[config.mk]
export PLATFORM = sky130hd
export DESIGN_NAME = tour_cmd_flat
export DESIGN_NICKNAME = d
export VERILOG_FILES = /design/src/rtl/tour_cmd_if.sv /design/src/rtl/tour_cmd.sv /design/src/flat_wrapper.sv
export SDC_FILE = /design/constraint.sdc
export NUM_CORES = 1
export LEC_CHECK = 0
export CORE_AREA = 2 2 55 57
export DETAILED_ROUTE_END_ITERATION = 10
export DIE_AREA = 0 0 57 59
export PLACE_DENSITY = 0.92
export SYNTH_ARGS = -nofsm -noshare
export SYNTH_HDL_FRONTEND = slang
export SYNTH_SLANG_ARGS = --single-unit
[constraint.sdc]
create_clock -name clk -period 5.3 [get_ports clk]
set_clock_uncertainty 0.15 [all_clocks]
set_input_delay 0.795 -clock clk [delete_from_list [all_inputs] [get_ports clk]]
set_output_delay 0.795 -clock clk [all_outputs]
set_load 0.02 [all_outputs]
[src/rtl/tour_cmd_if.sv]
// Handshake bundle between the tour replay block, the knight's-tour solver,
// the UART wrapper and the command processor.
interface tour_cmd_if;
    // solver side
    logic        start_tour;
    logic [7:0]  move;
    logic [4:0]  mv_indx;
    // UART wrapper side
    logic [15:0] cmd_UART;
    logic        cmd_rdy_UART;
    logic        clr_cmd_rdy_UART;
    // command processor side
    logic [15:0] cmd;
    logic        cmd_rdy;
    logic        clr_cmd_rdy;
    logic        send_resp;
    logic [7:0]  resp;
    logic        tour_err;

    // environment view: drives the solver, UART and command processor inputs
    modport master (
        output start_tour, move, cmd_UART, cmd_rdy_UART, clr_cmd_rdy, send_resp,
        input  mv_indx, clr_cmd_rdy_UART, cmd, cmd_rdy, resp, tour_err
    );

    // tour_cmd view
    modport slave (
        input  start_tour, move, cmd_UART, cmd_rdy_UART, clr_cmd_rdy, send_resp,
        output mv_indx, clr_cmd_rdy_UART, cmd, cmd_rdy, resp, tour_err
    );
endinterface

[src/rtl/tour_cmd.sv]
// Tour replay: walks the 24 solved knight moves, turning each one-hot move
// into a vertical leg and a horizontal leg-with-fanfare for the command
// processor. While idle, UART commands pass straight through.
//
// state  | meaning
// -------+-------------------------------------------------------------
// IDLE   | no tour; UART pass-through, waiting for start_tour
// VERT   | vertical leg presented (cmd_rdy=1), waiting for clr_cmd_rdy
// WAIT_V | vertical leg latched, waiting for send_resp
// HORZ   | horizontal leg presented (cmd_rdy=1), waiting for clr_cmd_rdy
// WAIT_H | horizontal leg latched, waiting for send_resp; then next move
module tour_cmd (
    input logic     clk,
    input logic     rst_n,
    tour_cmd_if.slave bus
);

    localparam logic [3:0] OP_MOVE  = 4'h2;
    localparam logic [3:0] OP_FANF  = 4'h3;
    localparam logic [7:0] HD_N     = 8'h00;
    localparam logic [7:0] HD_W     = 8'h3F;
    localparam logic [7:0] HD_S     = 8'h7F;
    localparam logic [7:0] HD_E     = 8'hBF;
    localparam logic [7:0] RESP_DONE = 8'hA5;
    localparam logic [7:0] RESP_BUSY = 8'h5A;
    localparam logic [4:0] LAST_IDX  = 5'd23;

    typedef enum logic [2:0] {
        IDLE   = 3'd0,
        VERT   = 3'd1,
        WAIT_V = 3'd2,
        HORZ   = 3'd3,
        WAIT_H = 3'd4
    } state_t;

    state_t      state, state_nxt;
    logic [4:0]  mv_indx, mv_indx_nxt;
    logic        tour_err, tour_err_nxt;

    logic        move_ok;
    logic [15:0] cmd_vert;
    logic [15:0] cmd_horz;

    logic [15:0] cmd_o;
    logic        cmd_rdy_o;
    logic        clr_uart_o;
    logic [7:0]  resp_o;

    // Decode the solver's one-hot move into the two legs; anything that is
    // not exactly one bit set is flagged as a corrupt tour.
    always_comb begin
        move_ok  = 1'b1;
        cmd_vert = 16'h0000;
        cmd_horz = 16'h0000;
        case (bus.move)
            8'h01: begin cmd_vert = {OP_MOVE, HD_N, 4'd2}; cmd_horz = {OP_FANF, HD_W, 4'd1}; end
            8'h02: begin cmd_vert = {OP_MOVE, HD_N, 4'd2}; cmd_horz = {OP_FANF, HD_E, 4'd1}; end
            8'h04: begin cmd_vert = {OP_MOVE, HD_N, 4'd1}; cmd_horz = {OP_FANF, HD_W, 4'd2}; end
            8'h08: begin cmd_vert = {OP_MOVE, HD_S, 4'd1}; cmd_horz = {OP_FANF, HD_W, 4'd2}; end
            8'h10: begin cmd_vert = {OP_MOVE, HD_S, 4'd2}; cmd_horz = {OP_FANF, HD_W, 4'd1}; end
            8'h20: begin cmd_vert = {OP_MOVE, HD_S, 4'd2}; cmd_horz = {OP_FANF, HD_E, 4'd1}; end
            8'h40: begin cmd_vert = {OP_MOVE, HD_S, 4'd1}; cmd_horz = {OP_FANF, HD_E, 4'd2}; end
            8'h80: begin cmd_vert = {OP_MOVE, HD_N, 4'd1}; cmd_horz = {OP_FANF, HD_E, 4'd2}; end
            default: move_ok = 1'b0;
        endcase
    end

    // State, move index and error pulse registers.
    always_ff @(posedge clk or negedge rst_n) begin
        if (!rst_n) begin
            state    <= IDLE;
            mv_indx  <= 5'd0;
            tour_err <= 1'b0;
        end else begin
            state    <= state_nxt;
            mv_indx  <= mv_indx_nxt;
            tour_err <= tour_err_nxt;
        end
    end

    // Next-state logic and handshake outputs; IDLE is a transparent UART path.
    always_comb begin
        state_nxt    = state;
        mv_indx_nxt  = mv_indx;
        tour_err_nxt = 1'b0;
        cmd_o        = 16'h0000;
        cmd_rdy_o    = 1'b0;
        clr_uart_o   = 1'b0;
        resp_o       = RESP_BUSY;

        case (state)
            IDLE: begin
                cmd_o      = bus.cmd_UART;
                cmd_rdy_o  = bus.cmd_rdy_UART;
                clr_uart_o = bus.clr_cmd_rdy;
                resp_o     = RESP_DONE;
                if (bus.start_tour) begin
                    state_nxt   = VERT;
                    mv_indx_nxt = 5'd0;
                end
            end
            VERT: begin
                if (!move_ok) begin
                    tour_err_nxt = 1'b1;
                    state_nxt    = IDLE;
                end else begin
                    cmd_o     = cmd_vert;
                    cmd_rdy_o = 1'b1;
                    if (bus.clr_cmd_rdy)
                        state_nxt = WAIT_V;
                end
            end
            WAIT_V: begin
                cmd_o = cmd_vert;
                if (bus.send_resp)
                    state_nxt = HORZ;
            end
            HORZ: begin
                cmd_o     = cmd_horz;
                cmd_rdy_o = 1'b1;
                if (bus.clr_cmd_rdy)
                    state_nxt = WAIT_H;
            end
            WAIT_H: begin
                cmd_o = cmd_horz;
                // the last acknowledge of the tour reads "done" to the host
                if (mv_indx == LAST_IDX)
                    resp_o = RESP_DONE;
                if (bus.send_resp) begin
                    if (mv_indx == LAST_IDX) begin
                        state_nxt   = IDLE;
                        mv_indx_nxt = 5'd0;
                    end else begin
                        state_nxt   = VERT;
                        mv_indx_nxt = mv_indx + 5'd1;
                    end
                end
            end
            default: state_nxt = IDLE;
        endcase
    end

    assign bus.mv_indx          = mv_indx;
    assign bus.tour_err         = tour_err;
    assign bus.cmd              = cmd_o;
    assign bus.cmd_rdy          = cmd_rdy_o;
    assign bus.clr_cmd_rdy_UART = clr_uart_o;
    assign bus.resp             = resp_o;

endmodule

[src/flat_wrapper.sv]
// flat-port wrapper written by rule: the top's interface ports become plain ports
module tour_cmd_flat 
  (clk, rst_n, bus_start_tour, bus_move, bus_cmd_UART, bus_cmd_rdy_UART, bus_clr_cmd_rdy, bus_send_resp, bus_mv_indx, bus_clr_cmd_rdy_UART, bus_cmd, bus_cmd_rdy, bus_resp, bus_tour_err);
  tour_cmd_if bus_i ();
  input logic clk;
  input logic rst_n;
  input wire logic [$bits(bus_i.start_tour)-1:0] bus_start_tour;
  input wire logic [$bits(bus_i.move)-1:0] bus_move;
  input wire logic [$bits(bus_i.cmd_UART)-1:0] bus_cmd_UART;
  input wire logic [$bits(bus_i.cmd_rdy_UART)-1:0] bus_cmd_rdy_UART;
  input wire logic [$bits(bus_i.clr_cmd_rdy)-1:0] bus_clr_cmd_rdy;
  input wire logic [$bits(bus_i.send_resp)-1:0] bus_send_resp;
  output wire logic [$bits(bus_i.mv_indx)-1:0] bus_mv_indx;
  output wire logic [$bits(bus_i.clr_cmd_rdy_UART)-1:0] bus_clr_cmd_rdy_UART;
  output wire logic [$bits(bus_i.cmd)-1:0] bus_cmd;
  output wire logic [$bits(bus_i.cmd_rdy)-1:0] bus_cmd_rdy;
  output wire logic [$bits(bus_i.resp)-1:0] bus_resp;
  output wire logic [$bits(bus_i.tour_err)-1:0] bus_tour_err;
  assign bus_i.start_tour = bus_start_tour;
  assign bus_i.move = bus_move;
  assign bus_i.cmd_UART = bus_cmd_UART;
  assign bus_i.cmd_rdy_UART = bus_cmd_rdy_UART;
  assign bus_i.clr_cmd_rdy = bus_clr_cmd_rdy;
  assign bus_i.send_resp = bus_send_resp;
  assign bus_mv_indx = bus_i.mv_indx;
  assign bus_clr_cmd_rdy_UART = bus_i.clr_cmd_rdy_UART;
  assign bus_cmd = bus_i.cmd;
  assign bus_cmd_rdy = bus_i.cmd_rdy;
  assign bus_resp = bus_i.resp;
  assign bus_tour_err = bus_i.tour_err;
  tour_cmd u_core (.clk(clk), .rst_n(rst_n), .bus(bus_i));
endmodule
* Yosys cells after proc, flatten, opt, wreduce, memory -nomap -nowiden *
Cells that the tools add are included.

word-level totals
  memories = 0
  output and inout port bits = 32
  register bits = 9
  memory bits (writable) = 0
  input port bits = 30
  ROM bits = 0
  logic and storage cells = 60
  latch bits = 0

cells by class
  add/subtract/negate cells = 1
  equality and inequality tests = 18
  $lt $le $gt $ge = 0
  multiplexer cells = 24
  reduce and logical (&&, ||, !) cells = 14
  bitwise operators = 0
  shifts and indexed selects = 0
  div/mod/pow operators = 0
  $mul = 0

operators with widths
  kind                 count
  $pmux 14 s4          2
  $pmux 16 s4          1
  $mux 3               6
  $reduce_or 2->1      9
  $pmux 8 s2           1
  $mux 5               3
  $pmux 3 s5           1
  $mux 14              1
  $pmux 5 s2           1
  $eq 8x1->1 const B   1
  $eq 8x2->1 const B   1
  $eq 8x3->1 const B   1
  $eq 8x4->1 const B   1
  $eq 8x5->1 const B   1
  $eq 8x6->1 const B   1
  $eq 8x7->1 const B   1
  $eq 8x8->1 const B   1
  $mux 8               1
  $ne 2x2->1 const B   4
  $reduce_or 8->1      1
  $eq 3x2->1 const B   2
  $mux 1               6
  $add 5x1->5 const B  1
  $eq 5x5->1 const B   1
  8 further kinds      8

* Depth between registers and ports, before layout *
Gate-level depths: netlist (run 1).

  depth after elaboration = 5
  gate-level depth with buffers = 6
  mapped depth without buffers = 6

* Least setup slack after synthesis (run 1) *
No wires, ideal clock.

  path type = in2out
  start = input port bus_move[5]
  end = output port bus_cmd[1]
  data required time = 4355 ps
  path slack = 2222 ps
  data arrival time = 2133 ps
  path buffers = 1
  stages = 6
  path through = buf_6 -> nor4b_4 -> a221oi_2 -> or2_1 -> o221a_1 -> o31ai_2

on the way
  word-level cells in the longest chain between the ends = 5
  elaborated cells on any way between the ends = 22
  those cells by class = 8 x eq/ne; 5 x mux; 9 x reduce/logical

RTL lines
  item                                                                 RTL line            RTL
  start, declared                                                      flat_wrapper.sv:8   input wire logic [$bits(bus_i.move)-1:0] bus_move;
  $eq 8x3->1 (tied with other cells)                                   tour_cmd.sv:55      case (bus.move)
  $reduce_or 2->1 (no source line) or $reduce_or 8->1 (tied branches)  --
  $pmux 14 s4 or $mux 1 (tied branches)                                tour_cmd.sv:55
  $mux 14                                                              tour_cmd.sv:103     if (!move_ok) begin
  $pmux 16 s4 *                                                        tour_cmd.sv:91      case (state)
  end, declared                                                        flat_wrapper.sv:15  output wire logic [$bits(bus_i.cmd)-1:0] bus_cmd;

Every way passes the cells marked *; elsewhere a longest branch is shown, timed or not.

* Final worst setup path (run 1) *
  start = input port bus_move[6]
  end = output port bus_cmd[7]

Same word-level chain as after synthesis.

==> results of run 1 <==
## registers in the layout (all words and copies together), names as in the netlist
register / flops
u_core.bus.tour_err: 1
u_core.bus.mv_indx: 5
u_core.state: 3
## logic make-up (layout without fill, tap and decap cells)
kind of cell / after synthesis / in the layout / synth area share, %
and+or+nand+nor: 68 / 68 / 33.0
AOI/OAI and AO/OA: 45 / 45 / 30.2
buffers and inverters: 20 / 71 / 10.4
DFF: 9 / 9 / 20.5
xor gates and xnor gates: 4 / 4 / 3.88
adders and majority gates: 1 / 1 / 1.14
muxes: 1 / 1 / 0.912
## per-stage QoR
stage          hold slack, ps  instances  instance area [sq um]  total power [mW]
2_1_floorplan             349        148                   1100             0.173
3_3_place_gp              329        226                   1660             0.246
3_5_place_dp              371        226                   1660             0.248
4_1_cts                   380        230                   1690             0.301
5_1_grt                   398        230                   1690             0.317
6_report                  376        230                   1690             0.300
## report_power, final
group | internal (mW) | total (mW) | switching (mW)
clock network | 0.0279 | 0.0536 | 0.0257
logic | 0.0848 | 0.170 | 0.0850
registers | 0.0711 | 0.0766 | 0.00550
## cell usage after synthesis (2+ instances only)
cell type and number:
xor2_1 2, o21ai_1 4, o211ai_1 7, nor4b_1 2
nor4b_2 2, buf_4 8, nor3_1 2, inv_1 4
nand3_1 4, and3_1 6, o21ai_0 12, nand2_1 25
a211oi_1 2, nor2_1 15, a21oi_1 6, clkbuf_1 5
nor2b_1 2, a31oi_1 2, nand4_1 2, dfrtp_1 9
## layout make-up
| type | instances | area, sq um |
|---|---|---|
| well taps | 31 | 38.8 |
| clock buffers | 3 | 22.5 |
| clock inverters | 1 | 5.00 |
| multi-input cells | 119 | 758 |
| flip-flops and latches | 9 | 225 |
| inverters | 5 | 18.8 |
| repair buffers | 62 | 618 |
| fillers | 253 | 1020 |
## layout by cell type (no fill, tap or decap), types with 2 or more instances in the layout
master	instances
a211oi_1	2
a21oi_1	6
a31oi_1	2
and3_1	6
clkbuf_4	3
clkdlybuf4s50_1	61
dfrtp_1	9
inv_1	4
nand2_1	25
nand3_1	4
nand4_1	2
nor2_1	15
nor2b_1	2
nor3_1	2
nor4b_1	2
nor4b_2	2
o211ai_1	7
o21ai_0	12
o21ai_1	4
xor2_1	2
## per-layer routing
metal / up-vias / part of all wire, % / track usage [%]
met3: 6 / 7.6 / 2.84
met2: 65 / 50 / 34.0
met4: 0 / 1.5 / 6.98
li1: 634 / - / -
met1: 595 / 41 / 26.2
met5: - / 0 / 0
## critical path: stages
cell             delay, ps
clkdlybuf4s50_1        590
nor4b_2                350
a211oi_2               100
o22ai_2                400
o211ai_4               180
o211ai_1               140
clkdlybuf4s50_1        630
## final timing paths
check	start	end	slack (ps)	depth (start not counted)
setup / recovery	bus_move[6]	bus_cmd[7]	1170	7
hold / removal	u_core.bus.mv_indx[4]	u_core.bus.mv_indx[4]	380	1
setup reg to reg	u_core.state[2]	u_core.bus.mv_indx[3]	3160	4
hold reg to reg	u_core.bus.mv_indx[4]	u_core.bus.mv_indx[4]	380	1
max in group asynchronous	rst_n	u_core.bus.tour_err	4030	1
min in group asynchronous	rst_n	u_core.bus.mv_indx[2]	680	1
==> impl_metrics.py, run 1 <==
metrics = {
    "detailed_routing": {
        "num_vias": 1300,
        "viasPerCell": 5.65,
        "wl_um": 3180,
        "drc": 0,
        "dr.pass1.iters": 4,
        "drt_iter0_drc": 19,
        "routedWlPerCell_um": 13.8,
        "antenna_left": 0,
    },
    "logic_synthesis": {
        "synth_top_area_share_pct": 20.5,
        "yosysUniqueCellTypes": 47,
        "syn-cell-area_sq_mm": 0.00110,
        "async_reset_ff_share_pct": 100,
        "yosysTopAreaCell": "dfrtp_1",
        "ys_dominant_reg_cell": "dfrtp_1",
        "synth-seq-cells": 9,
        "synth-edff-count": 0,
        "synthCells": 148,
        "ys_warn_count": 0,
        "syn_area_per_cell_sq_um": 7.41,
        "seq_area_frac_synth_pct": 20.5,
        "synth.area.top_cells": "dfrtp_1 (21%), nand2_1 (8.6%), o21ai_0 (5.5%)",
        "syn-num-nets": 179,
    },
    "sta": {
        "slew_headroom_pct": 58.3,
        "setup_tns_ps": 0,
        "rsz0062_at_grt": "no",
        "finalCritPeriodShare_pct": 77.9,
        "finalMaxSlewViolations": 0,
        "worstMarginPinSlew_ps": 626,
        "fmax_mhz": 242,
        "setup_slack_ps": 1170,
        "finalCriticalPeriod_ps": 4130,
        "finalSetupViolCount": 0,
        "hold_violations": 0,
    },
    "outcome": {
        "status": "completed",
    },
    "clocking": {
        "holdBufCountCts": 0,
        "clk_pin_slew_ps": 70,
        "cts.sinks": 9,
        "cts_buffer_depth": 2,
        "clk_latency_ps": 260,
        "numCtsBuffers": 3,
        "post_cts_resize_count": 0,
        "root_buffer": "clkbuf_4",
        "post_cts_buffers": 0,
        "cts_tree": "built",
        "htreeDepth": 1,
    },
    "die": {
        "die_w_um": 57,
        "core_sq_mm": 0.00271,
        "die_y_um": 59,
        "initial_core_util_pct": 40.5,
        "rows": 19,
        "ios": 62,
        "dieArea_sq_mm": 0.00336,
    },
    "global_route": {
        "grt_overflow": 0,
        "grt_usage_pct": 20.0,
        "grt_first_pass_wirelength_um": 5420,
        "antenna_found_initial": 0,
        "grt_max_degree": 20,
        "grt_pass1_vias": 1258,
    },
    "critical_path": {
        "required_ps": 4360,
        "cp_data_arrival_time_ps": 3180,
        "endpoint_kind": "primary output",
        "critPathKind": "in -> out",
        "crit_path_max_fanout": 8,
        "start_kind": "input port",
    },
    "placed_design": {
        "hpwlAfterDp_um": 2440,
        "port_buffers": 61,
        "gp_congestion": 0.839,
        "place_ws_ps": 1160,
    },
    "layout": {
        "syn_to_final_growth_pct": 53.7,
        "utilization_pct": 62.2,
        "n_antenna_cell": 0,
        "final_nets": 231,
        "drive_above_1_share_pct": 9.05,
    },
    "min_path": {
        "hold_class": "reg -> reg",
    },
    "run": {
        "maxCapViolCount": 0,
    },
    "power_and_ir_drop": {
        "total_leakage_power_nw": 0.647,
        "power_density_mw_per_mm2": 178,
        "ir_drop_mv": 0.167,
    },
}
Power figures use the tool's default switching activity.
==> inputs of run 2 (changes only) <==
--- a/config.mk
+++ b/config.mk
@@ -5,10 +5,10 @@
 export SDC_FILE = /design/constraint.sdc
 export NUM_CORES = 1
 export LEC_CHECK = 0
-export CORE_AREA = 2 2 55 57
+export CORE_AREA = 2 2 59 61
 export DETAILED_ROUTE_END_ITERATION = 10
-export DIE_AREA = 0 0 57 59
-export PLACE_DENSITY = 0.92
+export DIE_AREA = 0 0 61 63
+export PLACE_DENSITY = 0.85
 export SYNTH_ARGS = -nofsm -noshare
 export SYNTH_HDL_FRONTEND = slang
 export SYNTH_SLANG_ARGS = --single-unit
==> constraint.sdc (replaced) <==
create_clock -name clk -period 3.6 [get_ports clk]
set_clock_uncertainty 0.15 [all_clocks]
set_input_delay 0.54 -clock clk [delete_from_list [all_inputs] [get_ports clk]]
set_output_delay 0.54 -clock clk [all_outputs]
set_load 0.02 [all_outputs]
==> run 2 against run 1 <==
Power up 49%. Worst hold slack worse by 23 ps. Clock power rose by 52%. Final area up 3.9%. Wire length decreased by 0.98%. Die area grew 14%. Sequential cell count unchanged. Count of clock-buffer cells in the layout up 1. Critical path depth did not move. Via count fell by 1.3%. Critical endpoint is now bus_cmd[6]. Largest cell class unchanged.
==> impl_metrics.py, run 2 (synthesis gave the netlist of run 1 again) <==
metrics = {
    "outcome": {
        "status": "completed",
    },
    "layout": {
        "drive_above_1_share_pct": 11.4,
        "largest_register_ffs": 5,
        "utilization_pct": 54.2,
        "reg_top3": "u_core.bus.mv_indx (5), u_core.state (3), u_core.bus.tour_err (1)",
        "design_area_sq_mm": 0.00175,
        "fillers": 311,
        "n_antenna_cell": 0,
        "final_nets": 234,
        "final_common_cell": "clkdlybuf4s50_1",
        "syn_to_final_growth_pct": 59.6,
        "mostFrequentLayoutCells": "clkdlybuf4s50_1 (56), nand2_1 (25), nor2_1 (15)",
        "top_register": "u_core.bus.mv_indx",
    },
    "detailed_routing": {
        "drc": 0,
        "num_vias": 1283,
        "drt_iter0_drc": 48,
        "wl_um": 3150,
        "viasPerCell": 5.17,
        "routedWlPerCell_um": 12.7,
        "dr.pass1.iters": 4,
        "antenna_left": 0,
    },
    "die": {
        "die_y_um": 63,
        "dieArea_sq_mm": 0.00384,
        "initial_core_util_pct": 34.0,
        "rows": 21,
        "core_sq_mm": 0.00323,
        "die_w_um": 61,
        "ios": 62,
    },
    "min_path": {
        "min_from": "u_core.bus.mv_indx[4]",
        "hold_class": "reg -> reg",
    },
    "sta": {
        "hold_slack_ps": 353,
        "hold_violations": 0,
        "fmax_mhz": 288,
        "worstMarginPinSlew_ps": 433,
        "slew_headroom_pct": 71.1,
        "finalMaxSlewViolations": 0,
        "setup_tns_ps": 0,
        "finalSetupViolCount": 0,
        "finalCriticalPeriod_ps": 3470,
        "finalCritPeriodShare_pct": 96.4,
    },
    "global_route": {
        "grt_usage_pct": 17.3,
        "grt_pass1_vias": 1197,
        "grt_overflow": 0,
        "grt_first_pass_wirelength_um": 5240,
        "grt_max_degree": 19,
        "antenna_found_initial": 0,
    },
    "placed_design": {
        "place_area_sq_mm": 0.00170,
        "hpwlAfterDp_um": 2510,
        "port_buffers": 61,
        "gp_congestion": 0.826,
    },
    "critical_path": {
        "endpoint_kind": "primary output",
        "r2r_start": "u_core.state[1]",
        "start_kind": "input port",
        "crit_path_max_fanout": 6,
        "crit_start": "bus_move[5]",
        "required_ps": 2910,
        "cp_data_arrival_time_ps": 2780,
        "critPathKind": "in -> out",
    },
    "clocking": {
        "cts.sinks": 9,
        "root_buffer": "clkbuf_4",
        "htreeDepth": 1,
        "cts_tree": "built",
        "clk_latency_ps": 270,
        "holdBufCountCts": 0,
        "numCtsBuffers": 3,
        "clk_pin_slew_ps": 70,
        "cts_buffer_depth": 2,
    },
    "power_and_ir_drop": {
        "total_leakage_power_nw": 0.707,
        "power_density_mw_per_mm2": 254,
        "ir_drop_mv": 0.0918,
    },
    "run": {
        "maxCapViolCount": 0,
    },
}
## run 2: changes by cell type in the layout (fill, tap and decap cells not counted), sizes merged
cell           change
clkbuf             +1
dlygate4sd2        +1
buf                +3
clkdlybuf4s50      -5
dlymetal6s2s       +4
clkinv             -1
## run 2: path summary, 6_finish.rpt
kind,end,slack [ps],cells after the start
max in group asynchronous,u_core.bus.mv_indx[1],2590,1
worst min-delay path,u_core.bus.mv_indx[4],350,1
worst max register to register,u_core.bus.mv_indx[3],1730,5
min in group asynchronous,u_core.bus.mv_indx[4],410,1
worst max-delay path,bus_cmd[6],130,7
worst min register to register,u_core.bus.mv_indx[4],350,1
## run 2: routing by layer
metal  routed length, um  part of all wire (%)  track usage (%)
met1                1360                    43             21.1
met2                1500                    48             29.3
met3                 234                   7.4             3.31
met4                  46                   1.5             6.52
met5                   0                     0                0
## run 2: area by class of cell
class | instances | area [sq um] | area share, %
Clock buffer | 4 | 26.3 | 1.50
Timing Repair Buffer | 65 | 649 | 37.1
Inverter | 5 | 18.8 | 1.07
Tap cell | 46 | 57.6 | 3.29
Multi-Input combinational cell | 119 | 774 | 44.2
Sequential cell | 9 | 225 | 12.9
## run 2: where the power goes
group | switching [mW] | leakage (nW) | internal [mW]
logic | 0.126 | 0.569 | 0.125
registers | 0.00740 | 0.123 | 0.105
clock network | 0.0387 | 0.0150 | 0.0429
## run 2: timing repair
action                                 4_1_cts  5_1_grt
setup endpoints to repair                    1        9
setup buffers                                0        0
endpoints found under the hold margin        0        0
gates resized for setup                      1        7
## run 2: worst max-delay path, stage by stage
cell and delay, ps:
clkdlybuf4s50_1 550, nor4b_1 410, a211oi_2 100, a211oi_2 280
o211ai_4 130, o211ai_1 130, clkdlybuf4s50_1 630
## run 2: through the flow
step / std cells / setup slack, ps / total power [mW]
floorplan: 148 / 965 / 0.255
detailed placement: 244 / -4.79 / 0.366
global placement: 244 / 31.2 / 0.364
CTS: 248 / 29.4 / 0.449
finish: 248 / 129 / 0.446
global route: 248 / -5.15 / 0.474
==> inputs of run 3 (changes only) <==
--- a/config.mk
+++ b/config.mk
@@ -5,10 +5,11 @@
 export SDC_FILE = /design/constraint.sdc
 export NUM_CORES = 1
 export LEC_CHECK = 0
+export ABC_CLOCK_PERIOD_IN_PS = 3600
 export CORE_AREA = 2 2 59 61
 export DETAILED_ROUTE_END_ITERATION = 10
 export DIE_AREA = 0 0 61 63
-export PLACE_DENSITY = 0.85
+export PLACE_DENSITY_LB_ADDON = 0.2
 export SYNTH_ARGS = -nofsm -noshare
 export SYNTH_HDL_FRONTEND = slang
 export SYNTH_SLANG_ARGS = --single-unit
==> run 3 against run 2 <==
Sequential power is essentially flat. Core utilization shrank 0.12 points. Combinational power is essentially flat. Power is essentially flat. Critical path depth grew 1. Count of clock-buffer cells in the layout shrank 1. Global-route usage grew 0.30 points. Non-clock buffer count shrank 1. Sequential share of layout area is essentially flat. Fmax grew 1.1%. Clock power is essentially flat.
==> impl_metrics.py, run 3 (synthesis gave the netlist of run 1 again) <==
metrics = {
    "global_route": {
        "grt_usage_pct": 17.6,
        "grt_first_pass_wirelength_um": 5320,
        "grt_pass1_vias": 1142,
        "antenna_found_initial": 0,
        "grt_max_degree": 18,
        "grt_overflow": 0,
    },
    "clocking": {
        "holdBufCountCts": 0,
        "cts.sinks": 9,
        "clk_pin_slew_ps": 70,
        "post_cts_buffers": 0,
        "root_buffer": "clkbuf_4",
        "cts_buffer_depth": 2,
        "htreeDepth": 1,
        "numCtsBuffers": 3,
        "cts_tree": "built",
        "clk_latency_ps": 270,
    },
    "sta": {
        "finalMaxSlewViolations": 0,
        "rsz0062_at_grt": "no",
        "finalCriticalPeriod_ps": 3440,
        "finalSetupViolCount": 0,
        "hold_slack_ps": 342,
        "slew_headroom_pct": 70.0,
        "hold_violations": 0,
        "worstMarginPinSlew_ps": 449,
        "fmax_mhz": 291,
        "finalCritPeriodShare_pct": 95.4,
    },
    "detailed_routing": {
        "drc": 0,
        "dr.pass1.iters": 4,
        "routedWlPerCell_um": 13.5,
        "antenna_left": 0,
        "drt_iter0_drc": 36,
        "wl_um": 3330,
        "viasPerCell": 5.28,
        "num_vias": 1305,
    },
    "die": {
        "core_sq_mm": 0.00323,
        "die_y_um": 63,
        "rows": 21,
        "dieArea_sq_mm": 0.00384,
        "die_w_um": 61,
        "initial_core_util_pct": 34.0,
        "ios": 62,
    },
    "critical_path": {
        "required_ps": 2910,
        "start_kind": "input port",
        "cp_data_arrival_time_ps": 2750,
        "critPathKind": "in -> out",
        "worst-r2r-cell-count": 5,
        "endpoint_kind": "primary output",
        "crit_path_max_fanout": 7,
    },
    "layout": {
        "mostFrequentLayoutCells": "clkdlybuf4s50_1 (52), nand2_1 (25), nor2_1 (13)",
        "top_register": "u_core.bus.mv_indx",
        "fillers": 318,
        "reg_top3": "u_core.bus.mv_indx (5), u_core.state (3), u_core.bus.tour_err (1)",
        "syn_to_final_growth_pct": 59.3,
        "final_common_cell": "clkdlybuf4s50_1",
        "final_nets": 233,
        "drive_above_1_share_pct": 10.9,
        "n_antenna_cell": 0,
        "largest_register_ffs": 5,
    },
    "run": {
        "maxCapViolCount": 0,
    },
    "power_and_ir_drop": {
        "power_density_mw_per_mm2": 255,
        "total_leakage_power_nw": 0.744,
        "p_total_mw": 0.445,
        "ir_drop_mv": 0.0935,
    },
    "outcome": {
        "status": "completed",
    },
    "placed_design": {
        "port_buffers": 61,
        "gp_congestion": 0.762,
        "hpwlAfterDp_um": 2680,
    },
    "min_path": {
        "whs_path_depth": 1,
        "hold_class": "reg -> reg",
    },
}
run 3: critical path: stages:
cell and delay (ps):
clkdlybuf4s50_1 590, nor4b_1 280, a211oi_1 120, a211oi_1 220, buf_4 150, o211ai_4 100
o211ai_1 120, clkdlybuf4s50_1 620
run 3: layout make-up:
cell class                      count  area, sq um  share of cell area, %
Multi-Input combinational cell    119          771                   44.1
Clock buffer                        3         22.5                   1.29
Clock inverter                      1         5.00                  0.286
Sequential cell                     9          225                   12.9
Timing Repair Buffer               64          648                   37.1
Tap cell                           46         57.6                   3.29
Inverter                            5         18.8                   1.07
run 3: power by group:
group	switching (mW)	total [mW]	internal (mW)
clock network	0.0408	0.0818	0.0411
logic	0.128	0.251	0.123
registers	0.00777	0.112	0.105
run 3: metrics by stage:
stage | setup WS (ps) | std cells | area, sq um | TNS (ps) | utilization [%]
2_1_floorplan | 965 | 148 | 1100 | 0 | -
3_3_place_gp | 11.7 | 243 | 1690 | 0 | 52.4
3_5_place_dp | -26.9 | 243 | 1690 | -91.3 | 52.4
4_1_cts | 7.80 | 247 | 1730 | 0 | 53.5
5_1_grt | 15.5 | 247 | 1750 | 0 | 54.1
6_report | 165 | 247 | 1750 | 0 | 54.1
run 3: worst paths after layout:
kind | startpoint | end | slack (ps)
min in group asynchronous | rst_n | u_core.bus.mv_indx[4] | 430
setup reg to reg | u_core.state[1] | u_core.bus.mv_indx[3] | 1720
setup / recovery | bus_move[3] | bus_cmd[5] | 160
max in group asynchronous | rst_n | u_core.bus.tour_err | 2550
hold reg to reg | u_core.bus.mv_indx[4] | u_core.bus.mv_indx[4] | 340
hold / removal | u_core.bus.mv_indx[4] | u_core.bus.mv_indx[4] | 340
run 3: metal layers:
metal | global-route usage, % | wire (um) | vias to the layer above
li1 | - | - | 636
met1 | 22.7 | 1420 | 622
met2 | 29.6 | 1690 | 43
met3 | 1.66 | 168 | 4
met4 | 6.52 | 48 | 0
met5 | 0 | 0 | -
run 3: timing repair:
| action | CTS | global route |
|---|---|---|
| setup endpoints to repair | 7 | 9 |
| pin swaps | 0 | 0 |
| gates resized for setup | 4 | 8 |
